===== src/rtl/plot_arbiter.sv =====
// Round-robin pixel arbiter with a priority full-screen clear sweep, driving the vga_adapter plot port.
// Optional: define PLOT_CLIP_EN to consume but not plot client pixels outside X_MAX/Y_MAX.
module plot_arbiter #(
    parameter int N_CLIENTS = 2,
    parameter int GID_W     = 1,
    parameter int X_W       = 9,
    parameter int Y_W       = 8,
    parameter int C_W       = 3,
    parameter int X_MAX     = 319,
    parameter int Y_MAX     = 239
) (
    input  logic                     clock,
    input  logic                     reset,
    input  logic [N_CLIENTS-1:0]     req_valid,
    output logic [N_CLIENTS-1:0]     req_ready,
    input  logic [N_CLIENTS*X_W-1:0] req_x,
    input  logic [N_CLIENTS*Y_W-1:0] req_y,
    input  logic [N_CLIENTS*C_W-1:0] req_colour,
    input  logic                     clear_req,
    input  logic [C_W-1:0]           clear_colour,
    output logic [X_W-1:0]           vga_x,
    output logic [Y_W-1:0]           vga_y,
    output logic [C_W-1:0]           vga_colour,
    output logic                     vga_plot,
    output logic [GID_W-1:0]         grant_id,
    output logic                     busy
);

    typedef enum logic {ARB, CLEAR} state_t;

    state_t           state, state_next;
    logic [GID_W-1:0] rr_ptr;
    logic [X_W-1:0]   cx;
    logic [Y_W-1:0]   cy;
    logic [C_W-1:0]   clr_col;

    logic             hit;
    logic [GID_W-1:0] sel;
    logic [X_W-1:0]   sel_x;
    logic [Y_W-1:0]   sel_y;
    logic [C_W-1:0]   sel_c;
    logic             plot_en;
    logic             sweep_done;

    function automatic int unsigned wrap_idx(input int unsigned p, input int unsigned k);
        return (p + k) % N_CLIENTS;
    endfunction

    assign sweep_done = (cx == X_W'(X_MAX)) && (cy == Y_W'(Y_MAX));
    assign busy       = (state == CLEAR);

    always_comb begin
        state_next = state;
        req_ready  = '0;
        hit        = 1'b0;
        sel        = '0;
        sel_x      = '0;
        sel_y      = '0;
        sel_c      = '0;
        case (state)
            ARB: begin
                if (clear_req) begin
                    state_next = CLEAR;
                end else begin
                    // First valid client at or after rr_ptr, in wrap-around order.
                    for (int unsigned k = 0; k < N_CLIENTS; k++) begin
                        if (!hit && req_valid[wrap_idx(32'(rr_ptr), k)]) begin
                            hit   = 1'b1;
                            sel   = GID_W'(wrap_idx(32'(rr_ptr), k));
                            sel_x = req_x[wrap_idx(32'(rr_ptr), k)*X_W +: X_W];
                            sel_y = req_y[wrap_idx(32'(rr_ptr), k)*Y_W +: Y_W];
                            sel_c = req_colour[wrap_idx(32'(rr_ptr), k)*C_W +: C_W];
                            req_ready[wrap_idx(32'(rr_ptr), k)] = 1'b1;
                        end
                    end
                end
            end
            CLEAR: begin
                if (sweep_done) state_next = ARB;
            end
            default: state_next = ARB;
        endcase
        // No handshake may complete while reset is held.
        if (reset) req_ready = '0;
    end

`ifdef PLOT_CLIP_EN
    assign plot_en = (sel_x <= X_W'(X_MAX)) && (sel_y <= Y_W'(Y_MAX));
`else
    assign plot_en = 1'b1;
`endif

    always_ff @(posedge clock or posedge reset) begin
        if (reset) begin
            state      <= ARB;
            rr_ptr     <= '0;
            cx         <= '0;
            cy         <= '0;
            clr_col    <= '0;
            vga_x      <= '0;
            vga_y      <= '0;
            vga_colour <= '0;
            vga_plot   <= 1'b0;
            grant_id   <= '0;
        end else begin
            state <= state_next;
            case (state)
                ARB: begin
                    if (clear_req) begin
                        cx       <= '0;
                        cy       <= '0;
                        clr_col  <= clear_colour;
                        vga_plot <= 1'b0;
                    end else if (hit) begin
                        vga_x      <= sel_x;
                        vga_y      <= sel_y;
                        vga_colour <= sel_c;
                        vga_plot   <= plot_en;
                        grant_id   <= sel;
                        rr_ptr     <= (32'(sel) == 32'(N_CLIENTS - 1)) ? '0 : sel + 1'b1;
                    end else begin
                        vga_plot <= 1'b0;
                    end
                end
                CLEAR: begin
                    vga_x      <= cx;
                    vga_y      <= cy;
                    vga_colour <= clr_col;
                    vga_plot   <= 1'b1;
                    grant_id   <= '0;
                    if (cx == X_W'(X_MAX)) begin
                        cx <= '0;
                        if (!sweep_done) cy <= cy + 1'b1;
                    end else begin
                        cx <= cx + 1'b1;
                    end
                end
                default: vga_plot <= 1'b0;
            endcase
        end
    end

endmodule

===== config.mk =====
export PLATFORM = sky130hd
export DESIGN_NAME = plot_arbiter
export DESIGN_NICKNAME = d
export VERILOG_FILES = /design/src/rtl/plot_arbiter.sv
export SDC_FILE = /design/constraint.sdc
export NUM_CORES = 1
export LEC_CHECK = 0
export ABC_AREA = 1
export BUFFER_PORTS_ARGS = -buffer_cell sky130_fd_sc_hd__buf_2
export CAP_MARGIN = 10
export CORE_MARGIN = 2
export CORE_UTILIZATION = 47
export DETAILED_ROUTE_END_ITERATION = 10
export GPL_ROUTABILITY_DRIVEN = 0
export GPL_TIMING_DRIVEN = 0
export PLACE_DENSITY = 0.83
export SLEW_MARGIN = 15
export SYNTH_ARGS = -nofsm -noshare
export SYNTH_HDL_FRONTEND = slang
export SYNTH_SLANG_ARGS = --single-unit

===== constraint.sdc =====
create_clock -name clock -period 1.25 [get_ports clock]
set_input_delay 0.0625 -clock clock [delete_from_list [all_inputs] [get_ports clock]]
set_output_delay 0.0625 -clock clock [all_outputs]
set_load 0.005 [all_outputs]

==> impl_metrics.json, run 1 <==
{
  "maxSlewHeadroom_pct": 76.8,
  "io_pins": 73,
  "multi_input_area_um2": 1910,
  "skew_ns": 0.00801,
  "synth_top_family_by_area": "simple AND/OR/NAND/NOR gates",
  "synth_warnings": 0,
  "initial_core_util_pct": 49.1,
  "path_class": "reg -> reg",
  "core_area_um2": 5990,
  "p_sw_uw": 714,
  "r2r_end": "cy[1]",
  "grt_pass1_wl_um": 15700,
  "drc": 0,
  "final_common_cell": "nand2_1",
  "violations": "setup timing",
  "power_density_nw_per_um2": 773,
  "hold_depth": 7,
  "hp-class": "in -> reg",
  "cpLargestDelayFamily": "simple AND/OR/NAND/NOR gates",
  "firstDrtPassIters": 6,
  "seqCellArea_um2": 1100,
  "p_leak_uw": 0.00225,
  "ys_seq_area_share_pct": 37.4,
  "final_cells": 634,
  "grt_pass1_vias": 3322,
  "critPathBufInv": 0,
  "clockPowerShare_pct": 46.4,
  "ys_types": 27,
  "wire_per_inst_um": 16.2,
  "die_h_um": 83.1,
  "r2r_slack_ns": -0.28,
  "fin_crit_ns": 1.53,
  "vias": 3435,
  "worst_pin_slew_ns": 0.347,
  "clk_pin_slew_ns": 0.09,
  "grt_max_degree": 32,
  "maxSlewViolCount": 0,
  "numCtsBuffers": 5,
  "vdd_drop_max_mv": 0.602,
  "min_from": "req_y[11]",
  "synth-xor-area-share_pct": 1.19,
  "finalHoldViolCount": 0,
  "fillers": 430,
  "htreeDepth": 2,
  "synth-seq-cells": 44,
  "syn-num-nets": 498,
  "fin_crit_sh_pct": 122,
  "final_net_count": 608,
  "clkLatencyLatePin_ns": 0.31,
  "drtIter0Drc": 267,
  "critPathLaunchType": "flop",
  "dp_slack_ns": -0.269,
  "dp_hpwl_um": 5810,
  "avgSynthCellArea_um2": 6.57,
  "place_inst": 596,
  "yosys-mux-area-fraction_pct": 0,
  "synth.cell_area_um2": 2940,
  "slowest_stage": "dfrtp_1",
  "crit_path_max_fanout": 8,
  "p_sw_share_pct": 21.8,
  "mostFrequentLayoutCells": "186 x nand2_1, 77 x buf_2, 42 x dfrtp_1",
  "grt_usage_pct": 27.7,
  "rows": 28,
  "synthToLayoutAreaGrowth_pct": 44.2,
  "diodes": 0,
  "timing.rr.start": "cx[1]",
  "r2r_cells": 8,
  "grt_overflow": 0,
  "drv_cap": 0,
  "die_w_um": 83.1,
  "worstPathArrival_ns": 1.71,
  "rsz0062_at_grt": "true",
  "drt-total-wl_um": 10300,
  "cts_buffer_depth": 2,
  "drive_gt1_share_pct": 38.8,
  "portBuffers": 72,
  "critPathLaunch": "cx[1]",
  "p_seq_share_pct": 43.9,
  "yosys.area_share.simple_pct": 40.9,
  "ant_nets": 0,
  "cts_num_sinks": 44,
  "synthCells": 448,
  "cts_tree": "yes",
  "finalSetupViolations": 42,
  "cts.root.buffer_cell": "clkbuf_8",
  "p_comb_share_pct": 9.7,
  "internal_power_uw": 2570,
  "max_stage_delay_ns": 0.48,
  "worstPathCellList": "ha_4, nand3_4, nor2_4, nand2_4, nand2_8, nand2_8, nand2_1, nand2_1",
  "status": "finished, violations left",
  "via_per_inst": 5.42,
  "synth_fa_ha_area_share_pct": 0.850,
  "fin_ws_ns": -0.279,
  "min_to": "vga_y[3]",
  "antenna_found_initial": 0,
  "crit_required_ns": 1.43,
  "synth_compound_area_share_pct": 10.4,
  "die_area_um2": 6910,
  "max_freq_ghz": 0.654,
  "crit_path_end_kind": "flop"
}
==> kinds of logic (layout without fill, tap and decap cells) <==
family / after synthesis / in the layout
flip-flops: 44 / 44
XOR/XNOR: 4 / 4
adder cells (fa/ha/maj): 2 / 2
AO/OA/AOI/OAI: 58 / 58
AND/OR/NAND/NOR: 280 / 280
buffers and inverters: 60 / 171
==> power by group through the flow <==
stage               Combinational [µW]  Clock (µW)  Sequential, µW
global placement                   266           0            1470
finish                             318        1520            1440
detailed placement                 281           0            1470
CTS                                301        1520            1440
floorplan                          151           0            1470
global route                       359        1580            1440
==> repair_timing <==
| item | in CTS | in global routing |
|---|---|---|
| endpoints found under the hold margin | 16 | 0 |
| resized for setup | 76 | 46 |
| hold buffers | 4 | 0 |
| pin swaps | 25 | 13 |
| endpoints found under the setup margin | 42 | 46 |
| gates cloned | 3 | 0 |
| buffers inserted | 18 | 6 |
==> Yosys cell counts <==
cell type,instances,area share [%]
clkbuf_1,3,0.38
ha_1,2,0.85
a21oi_1,6,1.0
buf_4,3,0.76
buf_6,3,1.1
xor2_1,4,1.2
buf_2,11,1.9
nor3_1,2,0.34
nand2_2,5,1.1
nand4_1,4,0.85
o21ai_0,42,7.1
nand3_1,30,5.1
nor2_1,15,1.9
dfrtp_1,44,37
inv_2,3,0.38
o31ai_1,1,0.26
nand2_4,5,1.9
nor2_2,2,0.42
inv_1,37,4.7
o21bai_1,1,0.26
o21ai_1,4,0.68
o22ai_1,2,0.42
nor2_4,2,0.76
a21o_1,1,0.26
o21bai_2,1,0.38
nand2_1,213,27
nor2_8,2,1.4
==> worst max-delay path by stage <==
stage	to	slack, ns	cells past startpoint
global placement	cx[5]	-0.43	2
global route	cy[1]	-0.34	8
finish	cy[1]	-0.28	8
detailed placement	rr_ptr	-0.27	7
CTS	req_ready[0]	-0.18	8
floorplan	cy[7]	-0.06	8
==> tightest hold or removal path, stage by stage <==
cell and delay, ns:
buf_2 0.09, nand2_1 0.04, o21ai_0 0.06, nand2_1 0.05, nand2_1 0.05, nand2_1 0.06
nand2_1 0.05
==> cell type report <==
type | instances | share of cell area, %
Multi-Input combinational cell | 344 | 45.0
Sequential cell | 44 | 26.0
Timing Repair Buffer | 103 | 15.0
Inverter | 40 | 4.07
Buffer | 20 | 4.01
Tap cell | 75 | 2.21
Clock inverter | 3 | 2.12
Clock buffer | 5 | 1.62
==> state kept, by name (all words and copies together) (netlist names) <==
register    count
busy            1
clr_col         3
cx              9
cy              8
grant_id        1
rr_ptr          1
vga_colour      3
vga_plot        1
vga_x           9
vga_y           8
==> per-layer routing <==
| metal | vias up | share of wire, % | GRT usage (%) |
|---|---|---|---|
| met5 | - | 0 | 0 |
| met4 | 0 | 5.8 | 12.5 |
| met3 | 54 | 7.1 | 4.87 |
| met2 | 189 | 50 | 50.1 |
| met1 | 1575 | 37 | 31.8 |
| li1 | 1617 | - | - |
==> through the flow <==
step | setup TNS (ns) | utilization, % | power [µW] | hold WS [ns] | cell area, µm²
global route | -9.20 | 70.9 | 3380 | 0.190 | 4250
CTS | -4.33 | 67.5 | 3260 | 0.148 | 4050
floorplan | -0.532 | - | 1620 | 0.156 | 2960
finish | -6.57 | 70.9 | 3280 | 0.182 | 4250
global placement | -24.49 | 56.9 | 1730 | 0.268 | 3410
detailed placement | -6.36 | 57.3 | 1750 | 0.0623 | 3430
Note: power is estimated with default switching activity, not from simulation.
==> run 2, diff against run 1 <==
--- a/config.mk
+++ b/config.mk
@@ -5,15 +5,14 @@
 export SDC_FILE = /design/constraint.sdc
 export NUM_CORES = 1
 export LEC_CHECK = 0
-export ABC_AREA = 1
 export BUFFER_PORTS_ARGS = -buffer_cell sky130_fd_sc_hd__buf_2
 export CAP_MARGIN = 10
 export CORE_MARGIN = 2
-export CORE_UTILIZATION = 47
+export CORE_UTILIZATION = 46
 export DETAILED_ROUTE_END_ITERATION = 10
 export GPL_ROUTABILITY_DRIVEN = 0
 export GPL_TIMING_DRIVEN = 0
-export PLACE_DENSITY = 0.83
+export PLACE_DENSITY = 0.84
 export SLEW_MARGIN = 15
 export SYNTH_ARGS = -nofsm -noshare
 export SYNTH_HDL_FRONTEND = slang
==> run 2 against run 1 <==
  * The flow still finishes with violations (setup timing)
  * Worst setup slack lost 0.40 ns
  * Sequential power up 83%
  * Synthesized cell count shrank 48%
  * Routed wire length increased by 32%
  * Global-route usage up 7.0 points
  * Clock skew is 0.0019 ns higher
  * Critical endpoint is now cy[7]
  * Largest power group is now combinational cells
  * Highest routed layer unchanged
==> impl_metrics.json, run 2 <==
{
  "status": "finished, violations left",
  "violations": "setup timing",
  "crit_path_end_kind": "flop",
  "finalHoldViolCount": 0,
  "rows": 25,
  "diodes": 0,
  "fin_setup_tns_ns": -10.69,
  "worst_pin_slew_ns": 1.12,
  "grt_pass1_vias": 2648,
  "final_common_cell": "buf_2",
  "vdd_drop_max_mv": 1.24,
  "yosysTopAreaCellShare_pct": 47.5,
  "maxSlewViolCount": 0,
  "crit_required_ns": 1.42,
  "synth.cell_area_um2": 2320,
  "fin_ws_ns": -0.683,
  "wire_per_inst_um": 31.6,
  "drtIter0Drc": 636,
  "rsz0062_at_grt": "true",
  "min_from": "clear_colour[2]",
  "synth-seq-cells": 44,
  "clk_pin_slew_ns": 0.09,
  "timing.rr.start": "cx[0]",
  "dp_slack_ns": -0.476,
  "synth_edf_count": 0,
  "yosysMostFrequentCell": "dfrtp_1",
  "cts_tree": "yes",
  "synthCells": 232,
  "fin_crit_sh_pct": 155,
  "grt_usage_pct": 34.8,
  "io_pins": 73,
  "skew_ns": 0.00994,
  "cts_num_sinks": 44,
  "synth_ff_type": "dfrtp_1",
  "ant_nets": 0,
  "synth_warnings": 0,
  "firstDrtPassIters": 6,
  "finalSetupViolations": 44,
  "grt_pass1_wl_um": 14100,
  "critPathLaunch": "cx[0]",
  "path_class": "reg -> reg",
  "mostFrequentLayoutCells": "71 x buf_2, 32 x dfrtp_1, 23 x buf_6",
  "synthToLayoutAreaGrowth_pct": 76.0,
  "drc": 0,
  "ys_types": 43,
  "critPathLaunchType": "flop",
  "grt_max_degree": 24,
  "fillers": 187,
  "maxSlewHeadroom_pct": 25.6,
  "crit_path_max_fanout": 4,
  "ys_top_cells_by_count": "44 x dfrtp_1, 27 x nand2_1, 26 x o21ai_0",
  "vias": 3201,
  "final_net_count": 409,
  "clkLatencyLatePin_ns": 0.32,
  "fin_crit_ns": 1.93,
  "synthTopCellsByArea": "dfrtp_1 48%, a32oi_1 7.6%, o21ai_0 5.6%",
  "via_per_inst": 7.50,
  "reg.largest.list": "cx x9, vga_x x9",
  "grt_overflow": 0,
  "syn-num-nets": 282,
  "cts_buffer_depth": 2,
  "max_freq_ghz": 0.517,
  "power_density_nw_per_um2": 1690,
  "worstPathArrival_ns": 2.10,
  "antenna_found_initial": 1,
  "portBuffers": 71,
  "initial_core_util_pct": 48.4,
  "yosysTopAreaCell": "dfrtp_1",
  "p_leak_uw": 0.00180,
  "drive_gt1_share_pct": 66.4,
  "cts.root.buffer_cell": "clkbuf_8",
  "drt-total-wl_um": 13500,
  "synth-async-reset-ratio_pct": 100,
  "avgSynthCellArea_um2": 9.98,
  "dp_hpwl_um": 4830,
  "hp-class": "in -> reg",
  "htreeDepth": 2,
  "die_h_um": 75.0,
  "drv_cap": 0,
  "ys_seq_area_share_pct": 47.5,
  "die_w_um": 75.0,
  "numCtsBuffers": 5,
  "die_area_um2": 5620,
  "core_area_um2": 4790
}
-- run 2: logic make-up after synthesis --
logic type               share of synthesized area, %
AO/OA/AOI/OAI                                    25.1
XOR/XNOR                                         1.51
adder cells (fa/ha/maj)                          1.08
buffers and inverters                            4.54
flip-flops                                       47.5
multiplexers                                     4.54
AND/OR/NAND/NOR                                  15.7
-- run 2: worst max-delay path, stage by stage, from the launching register on --
cell	delay, ns
dfrtp_2	0.41
ha_4	0.18
nand4b_4	0.15
nor4_4	0.44
a31oi_1	0.19
a311oi_1	0.40
-- run 2: cell type report --
| class | instances | area, µm² | area share, % |
|---|---|---|---|
| Timing Repair Buffer | 121 | 915 | 22.4 |
| Tap cell | 67 | 83.8 | 2.06 |
| Inverter | 9 | 41.3 | 1.01 |
| Multi-Input combinational cell | 164 | 1650 | 40.5 |
| Sequential cell | 44 | 1120 | 27.4 |
| Clock buffer | 8 | 90.1 | 2.21 |
| Buffer | 13 | 170 | 4.17 |
| Timing Repair inverter | 1 | 7.51 | 0.184 |
-- run 2: repair_timing --
| item | CTS | global route |
|---|---|---|
| gates cloned | 2 | 3 |
| gates resized for setup | 108 | 93 |
| buffers inserted | 18 | 29 |
| setup endpoints to repair | 45 | 65 |
| hold buffers | 1 | 2 |
| endpoints found under the hold margin | 21 | 24 |
| pin swaps | 12 | 49 |
-- run 2: report_power, final --
group / internal, µW / switching (µW)
combinational: 1570 / 1660
clock: 453 / 559
sequential: 1910 / 731
total: 3940 / 2950
-- run 2: worst paths after layout --
| check | slack, ns | depth (start not counted) | to |
|---|---|---|---|
| worst max-delay path | -0.68 | 5 | cy[7] |
| worst min-delay path | 0.004 | 2 | clr_col[2] |
| worst max register to register | -0.68 | 5 | cy[7] |
| worst min register to register | 0.53 | 2 | vga_colour[2] |
| max in group asynchronous | 0.31 | 3 | vga_y[6] |
| min in group asynchronous | 0.27 | 3 | vga_x[3] |
-- run 2: per-stage QoR --
stage / hold slack (ns) / area (µm²) / power (µW) / util [%] / cells
after detailed placement: 0.304 / 2800 / 4020 / 58.5 / 370
after global placement: 0.298 / 2800 / 3910 / 58.5 / 370
after floorplan: 0.0721 / 2360 / 3380 / - / 232
after CTS: 0.0000290 / 3430 / 5490 / 71.6 / 399
after global routing: -0.00389 / 4080 / 6980 / 85.2 / 427
final: 0.00438 / 4080 / 6890 / 85.2 / 427
-- run 2: metal layers --
| metal | global-route usage [%] | up-vias | wire (µm) |
|---|---|---|---|
| met3 | 9.10 | 154 | 2260 |
| met5 | 0 | - | 0 |
| met2 | 55.4 | 423 | 5620 |
| li1 | - | 1140 | - |
| met1 | 42.5 | 1484 | 4340 |
| met4 | 20.4 | 0 | 1280 |
==> run 3, diff against run 2 <==
==> config.mk (replaced) <==
export PLATFORM = sky130hd
export DESIGN_NAME = plot_arbiter
export DESIGN_NICKNAME = d
export VERILOG_FILES = /design/src/rtl/plot_arbiter.sv
export SDC_FILE = /design/constraint.sdc
export NUM_CORES = 1
export LEC_CHECK = 0
export CAP_MARGIN = 10
export CORE_MARGIN = 2
export CORE_UTILIZATION = 47
export DETAILED_ROUTE_END_ITERATION = 10
export DONT_BUFFER_PORTS = 1
export GPL_ROUTABILITY_DRIVEN = 0
export GPL_TIMING_DRIVEN = 0
export PLACE_DENSITY = 0.72
export SLEW_MARGIN = 15
export SYNTH_ARGS = -nofsm -noshare
export SYNTH_HDL_FRONTEND = slang
export SYNTH_SLANG_ARGS = --single-unit
==> run 3 against run 2 <==
  * Worst hold slack got worse by 0.031 ns
  * The flow finishes with violations (hold timing, setup timing)
  * Sequential power fell by 2%
  * Routed wire length fell by 16%
  * First-iteration DRC count down 26%
==> impl_metrics.json, run 3 (synthesis results as in run 2) <==
{
  "vdd_drop_max_mv": 1.34,
  "portBuffers": 0,
  "clkLatencyLatePin_ns": 0.32,
  "fin_ws_ns": -0.558,
  "dp_hpwl_um": 4490,
  "total_power_uw": 6290,
  "p_leak_uw": 0.00157,
  "drive_gt1_share_pct": 41.5,
  "reg.largest.list": "cx x9, vga_x x9",
  "htreeDepth": 2,
  "grt_pass1_vias": 2365,
  "cts_buffer_depth": 2,
  "synthToLayoutAreaGrowth_pct": 64.2,
  "drc": 0,
  "critPathLaunchType": "flop",
  "crit_path_max_fanout": 6,
  "wire_per_inst_um": 29.4,
  "dpl_cell_area_um2": 2440,
  "worstPathArrival_ns": 1.99,
  "antenna_found_initial": 0,
  "dp_slack_ns": -0.623,
  "worst_pin_slew_ns": 0.622,
  "finalSetupViolations": 41,
  "maxSlewHeadroom_pct": 58.6,
  "maxSlewViolCount": 0,
  "ant_nets": 0,
  "fin_crit_sh_pct": 145,
  "rsz0062_at_grt": "true",
  "die_w_um": 74.2,
  "cts_num_sinks": 44,
  "core_area_um2": 4720,
  "place_inst": 299,
  "grt_max_degree": 24,
  "whs_ns": -0.0269,
  "worstPathCellList": "nand4_1, nor4_4, a31oi_1, a311oi_1",
  "max_freq_ghz": 0.553,
  "hp-class": "in -> reg",
  "fin_crit_ns": 1.81,
  "final_common_cell": "dlygate4sd3_1",
  "die_area_um2": 5500,
  "finalHoldViolCount": 1,
  "initial_core_util_pct": 49.0,
  "use_met3_pct": 6.64,
  "crit_required_ns": 1.43,
  "die_h_um": 74.2,
  "via_per_inst": 7.37,
  "grt_usage_pct": 31.3,
  "busiest_layer": "met2",
  "max_stage_delay_ns": 0.54,
  "drv_cap": 0,
  "final_cells": 385,
  "io_pins": 73,
  "skew_ns": 0.0108,
  "mostFrequentLayoutCells": "38 x dlygate4sd3_1, 32 x dfrtp_1, 21 x buf_4, 21 x nand2_1, 18 x o21ai_1",
  "crit_path_end_kind": "flop",
  "met2_usage_pct": 51.4,
  "cts.root.buffer_cell": "clkbuf_8",
  "grt_overflow": 0,
  "diodes": 0,
  "firstDrtPassIters": 5,
  "drtIter0Drc": 469,
  "drt-total-wl_um": 11300,
  "vias": 2838,
  "violations": "hold timing, setup timing",
  "path_class": "reg -> reg",
  "clk_pin_slew_ns": 0.10,
  "cts_tree": "yes",
  "power_density_nw_per_um2": 1660,
  "final_area_um2": 3800,
  "final_net_count": 367,
  "grt_pass1_wl_um": 12700,
  "status": "finished, violations left",
  "numCtsBuffers": 5,
  "rows": 25,
  "slowest_stage": "dfrtp_1",
  "use_met1_pct": 39.8
}
-- run 3: cell count changes in the layout (fill, tap and decap cells not counted), sizes merged --
cell          change
buf              -76
clkbuf            -1
dlygate4sd3      +36
nand2             -1
dlymetal6s4s      -1
bufinv            +1
-- run 3: repair_timing --
action,in CTS,in global routing
hold buffers,37,2
cloned,1,4
buffers inserted,20,15
hold endpoints to repair,66,22
gates resized for setup,71,70
pin swaps,7,23
endpoints found under the setup margin,45,42
-- run 3: cell type report --
type                    instances  area (µm²)
repair buffers                 78         822
clock buffers                   7        96.3
well taps                      67        83.8
clock inverters                 1        30.0
inverters                       9        41.3
multi-input cells             163        1420
flip-flops and latches         44        1120
repair inverters                1        7.51
plain buffers                  15         184
fillers                       215         921
-- run 3: path summary, 6_finish.rpt --
check / slack [ns] / cells after the start / startpoint / end
worst max-delay path: -0.56 / 4 / cy[2] / cy[7]
worst min-delay path: -0.03 / 2 / req_y[10] / vga_y[2]
worst max register to register: -0.56 / 4 / cy[2] / cy[7]
worst min register to register: 0.56 / 2 / vga_x[7] / vga_x[7]
max in group asynchronous: 0.45 / 3 / reset / vga_y[7]
min in group asynchronous: 0.31 / 2 / reset / cy[7]
-- run 3: power breakdown --
part	leakage [µW]	switching (µW)	internal, µW
registers	0.000514	692	1910
clock network	0.0000645	568	707
logic	0.000996	1210	1210
total	0.00157	2470	3830
-- run 3: critical path: cells and delay by family, from the launching register on --
kind | cells | cell delay, ns
flip-flops | 1 | 0.54
AO/OA/AOI/OAI | 2 | 0.55
AND/OR/NAND/NOR | 2 | 0.58
-- run 3: metal layers --
layer | part of all wire (%) | up-vias
li1 | - | 1056
met1 | 35 | 1360
met2 | 44 | 315
met3 | 12 | 107
met4 | 8.5 | 0
met5 | 0 | -
-- run 3: stage by stage --
stage	hold WS (ns)	util (%)	setup TNS, ns
CTS	0.00849	70.4	-3.11
floorplan	0.0721	-	-1.58
global route	0.0150	80.5	-9.68
detailed placement	0.184	51.7	-15.31
global placement	0.178	51.7	-15.45
finish	-0.0269	80.5	-8.82
